## src/rtl/global_buffer_loader.sv

```systemverilog
// Global buffer loader: accepts a tagged valid/ready word stream, writes it
// into the lower half of the global buffer from address 0, then starts the
// PE array and waits for it to finish before another load is accepted.
module global_buffer_loader #(
  parameter int DATA_WIDTH        = 4,
  parameter int KB                = 32,
  parameter int SIZE_GLOBAL       = (KB * 8192) / DATA_WIDTH,
  parameter int ADDR_WIDTH_GLOBAL = $clog2(SIZE_GLOBAL),
  parameter int LOAD_LIMIT        = SIZE_GLOBAL / 2
) (
  input  logic                         clk,
  input  logic                         rst,
  input  logic                         load_req,
  input  logic                         s_valid,
  output logic                         s_ready,
  input  logic [DATA_WIDTH-1:0]        s_data,
  input  logic [1:0]                   s_tag,
  input  logic                         s_last,
  output logic                         wen_global,
  output logic [ADDR_WIDTH_GLOBAL-1:0] w_addr,
  output logic [DATA_WIDTH+1:0]        w_data,
  output logic [ADDR_WIDTH_GLOBAL-1:0] last_global_index,
  output logic                         start,
  input  logic                         finish_in,
  output logic                         busy,
  output logic                         done,
  output logic                         error
);

  typedef enum logic [2:0] {IDLE, LOAD, DRAIN, LAUNCH, RUN, ERR} state_t;

  state_t                       state;
  state_t                       state_next;
  logic [ADDR_WIDTH_GLOBAL-1:0] count;
  logic                         accept;
  logic                         at_limit;
  logic                         session_go;

  assign accept     = s_valid & s_ready;
  assign at_limit   = (count == ADDR_WIDTH_GLOBAL'(LOAD_LIMIT - 1));
  assign session_go = load_req & ((state == IDLE) | (state == ERR));

  // State register
  always_ff @(posedge clk) begin
    if (rst) state <= IDLE;
    else     state <= state_next;
  end

  // Next-state logic; s_last on the limit beat is a legal full load
  always_comb begin
    state_next = state;
    unique case (state)
      IDLE:    if (load_req) state_next = LOAD;
      LOAD: begin
        if (accept && s_last)        state_next = DRAIN;
        else if (accept && at_limit) state_next = ERR;
      end
      DRAIN:   state_next = LAUNCH;
      LAUNCH:  state_next = RUN;
      RUN:     if (finish_in) state_next = IDLE;
      ERR:     if (load_req) state_next = LOAD;
      default: state_next = IDLE;
    endcase
  end

  // State-decoded outputs; s_ready has no path from s_valid
  always_comb begin
    s_ready = (state == LOAD);
    start   = (state == LAUNCH);
    busy    = (state != IDLE) && (state != ERR);
  end

  // Registered write port, beat counter, result index and status flags
  always_ff @(posedge clk) begin
    if (rst) begin
      count             <= '0;
      wen_global        <= 1'b0;
      w_addr            <= '0;
      w_data            <= '0;
      last_global_index <= '0;
      error             <= 1'b0;
      done              <= 1'b0;
    end else begin
      wen_global <= accept;
      done       <= (state == RUN) && finish_in;
      if (session_go) begin
        count <= '0;
        error <= 1'b0;
      end else if (accept) begin
        count  <= count + 1'b1;
        w_addr <= count;
        w_data <= {s_tag, s_data};
        if (s_last)        last_global_index <= count;
        else if (at_limit) error <= 1'b1;
      end
    end
  end

endmodule

```

## config.mk

```make
export PLATFORM = sky130hd
export DESIGN_NAME = global_buffer_loader
export DESIGN_NICKNAME = d
export VERILOG_FILES = /design/src/rtl/global_buffer_loader.sv
export SDC_FILE = /design/constraint.sdc
export NUM_CORES = 1
export LEC_CHECK = 0
export CAP_MARGIN = 25
export CORE_MARGIN = 2
export CORE_UTILIZATION = 28
export CTS_BUF_LIST = sky130_fd_sc_hd__clkbuf_2 sky130_fd_sc_hd__clkbuf_4 sky130_fd_sc_hd__clkbuf_8
export DETAILED_ROUTE_END_ITERATION = 10
export GPL_TIMING_DRIVEN = 0
export HOLD_SLACK_MARGIN = 0.1
export MAX_ROUTING_LAYER = met4
export SETUP_SLACK_MARGIN = 0.3
export SLEW_MARGIN = 0
export SYNTH_ARGS = -nofsm -noshare
export SYNTH_HDL_FRONTEND = slang
export SYNTH_SLANG_ARGS = --single-unit
```

## constraint.sdc

```tcl
create_clock -name clk -period 2.63 [get_ports clk]
set_input_delay 0.3945 -clock clk [delete_from_list [all_inputs] [get_ports clk]]
set_output_delay 0.3945 -clock clk [all_outputs]
set_load 0.05 [all_outputs]
```

==> impl_metrics.tcl <==
set metrics [dict create \
    grt_pass1_wl_um 9308 \
    status "complete, no violations" \
    whs_path_depth 2 \
    start_util 0.2853 \
    cts-root-buf "clkbuf_8" \
    cts-htree-levels 3 \
    layout_common_cells "87 x nand2_1, 60 x dfxtp_1, 51 x clkdlybuf4s50_1" \
    final_nets 364 \
    yosys_warnings 0 \
    end_kind "output port" \
    worst_pin_slew_ps 695.7 \
    vias 2082 \
    grt_overflow_total 0 \
    fin_crit_sh 0.8397 \
    fillers 849 \
    core_sq_um 8134 \
    antenna_cells 0 \
    yosysTopAreaCell "dfxtp_1" \
    fmax_mhz 452.8 \
    critical_path_class "flip-flop to output port" \
    skew_ps 4.997 \
    drt_iter0_drc 78 \
    period_minus_slack_ps 2208 \
    rr_startpoint "count[4]" \
    cts_hold_buf 0 \
    cts_tree "yes" \
    slew_headroom 0.5323 \
    path_clk_slew_ps 60 \
    vias_per_cell 4.536 \
    p_sw_frac 0.2859 \
    place.gp.congestion 0.8206 \
    wire_per_inst_um 12.33 \
    grt_max_degree 11 \
    grt_pass1_vias 1984 \
    min_from "w_data[4]" \
    crit_required_ps 2240 \
    cap_viol_max_count 0 \
    drc 0 \
    die_x_um 95.05 \
    reg2reg_slack_ps 460 \
    drt_first_pass_iters 4 \
    drt-total-wl_um 5660 \
    antenna_found_initial 0 \
    io_pins 56 \
    cts.path.max_buffers 2 \
    peakVddDrop_mv 0.2390 \
    port_buffers 54 \
    hpwl_um 4040 \
    seqPwrFrac 0.490 \
    postSynthCellCount 286 \
    internal-power_mw 1.373 \
    p_sw_uw 549.6 \
    slew_violations 0 \
    synth_seq_area_share 0.5175 \
    seqCellArea_sq_um 1201 \
    ant_nets 0 \
    multi_input_area_sq_um 1033 \
    cp_max_fo 7 \
    syn_avg_cell_area_sq_um 8.115 \
    dieHeight_um 95.05 \
    clk_latency_ps 340 \
    yosys_register_bits 60 \
    r2r-end "state[0]" \
    syn_nets 299 \
    p_clk_frac 0.364 \
    fin_tns_setup_ps 0 \
    rsz0062_at_grt "no" \
    numCtsBuffers 9 \
    p_comb_frac 0.146 \
    dieArea_sq_um 9034 \
    synth_area_leaders "dfxtp_1 52%, nand2_1 14%, a21oi_1 9.7%" \
    ff2ff_path_depth 5 \
    drive_gt1_frac 0.06215 \
    clkSinkCount 60 \
    power_density_nw_per_um2 609.4 \
    synth_cell_types 32 \
    track_usage 0.1397 \
    whs_endpoint "w_data[4]" \
    synthesis.area_sq_um 2321 \
    min_path_type "flip-flop to flip-flop" \
    layout_commonest_cell "nand2_1" \
    rows 33 \
    synth_top_area_frac 0.5175 \
    hold_viol 0 \
    leakage_nw 1.047 \
    setup_violations 0 \
    cp.arrival_ps 1810 \
    power_mw 1.922 \
    area_growth_pct 35.90 \
    startpoint_type "flip-flop" \
    hold_ws_ps 451.3 \
]
[cells by family after synthesis]
family,after synthesis,synth area share
buffers and inverters,20,0.03935
xor gates and xnor gates,11,0.04151
DFF,60,0.5175
muxes,2,0.008626
adders and majority gates,1,0.005390
AOI/OAI and AO/OA,55,0.1256
and+or+nand+nor,137,0.2620
[cells in the mapped netlist]
master and n:
nand2_1 87, dfxtp_1 60, a21oi_1 45, nor2_1 19, clkbuf_1 11, nor3_1 7
xnor2_1 7, nand3_1 5, o21ai_0 5, inv_1 4, or3_1 4, xor2_1 4
nand4_1 3, a21oi_2 2, and3_1 2, buf_1 2, buf_6 2, mux2i_1 2
nor2b_1 2, a21o_1 1, a31oi_1 1, a32o_1 1, and2_1 1, and4_1 1
and4bb_1 1, buf_2 1, ha_1 1, nand2b_1 1, nand4_4 1, nor4_2 1
or2_1 1, or4_1 1
[worst max-delay path, stage by stage (launching register included)]
cell	delay, ps
dfxtp_1	440
inv_1	130
nor2_1	200
and2_1	170
dlygate4sd2_1	530
[routing by layer]
layer / vias to the layer above / wire (um) / track usage
li1: 1076 / - / -
met1: 956 / 2574 / 0.1641
met2: 41 / 2730 / 0.2246
met3: 9 / 264 / 0.04506
met4: 0 / 91 / 0.05072
met5: - / 0 / -
[repair_timing]
action                                  CTS  global route
gates resized for setup                   3             0
hold endpoints to repair                  0             0
endpoints found under the setup margin    3             0
setup buffers                             0             0
[registers in the layout (all words and copies together), names as in the netlist]
register           cells
count                 16
done                   1
error                  1
last_global_index     16
state                  3
w_addr                16
w_data                 6
wen_global             1
[per-stage QoR]
step / worst slack [ps] / std cells / area [sq um] / util
6_report: 421.6 / 459 / 3154 / 0.3878
5_1_grt: 329.7 / 459 / 3154 / 0.3878
4_1_cts: 420.6 / 459 / 3154 / 0.3878
3_5_place_dp: 104.3 / 445 / 2998 / 0.3686
3_3_place_gp: 133.1 / 445 / 2998 / 0.3686
2_1_floorplan: 527.6 / 286 / 2326 / -
[area by class of cell]
type,instances,area share
flip-flops and latches,60,0.3808
clock inverters,3,0.004760
multi-input cells,206,0.3276
clock buffers,11,0.04601
well taps,105,0.04165
repair buffers,54,0.1702
plain buffers,16,0.02420
inverters,4,0.004760
[power groups by stage]
stage	Clock, mW	Sequential (mW)	Combinational, mW
final	0.700	0.942	0.281
after global routing	0.763	0.944	0.307
after CTS	0.718	0.941	0.286
after detailed placement	0	0.961	0.292
after global placement	0	0.961	0.290
after floorplan	0	0.993	0.163
[worst max path at each step]
stage                        start                    end  slack [ps]
after CTS                 state[0]                  start         420
after detailed placement   s_valid               state[0]         100
final                     state[0]                  start         420
after global routing      state[0]                  start         330
after floorplan           state[0]  last_global_index[15]         530
after global placement     s_valid                  error         130
Note: power is estimated with default switching activity, not from simulation.
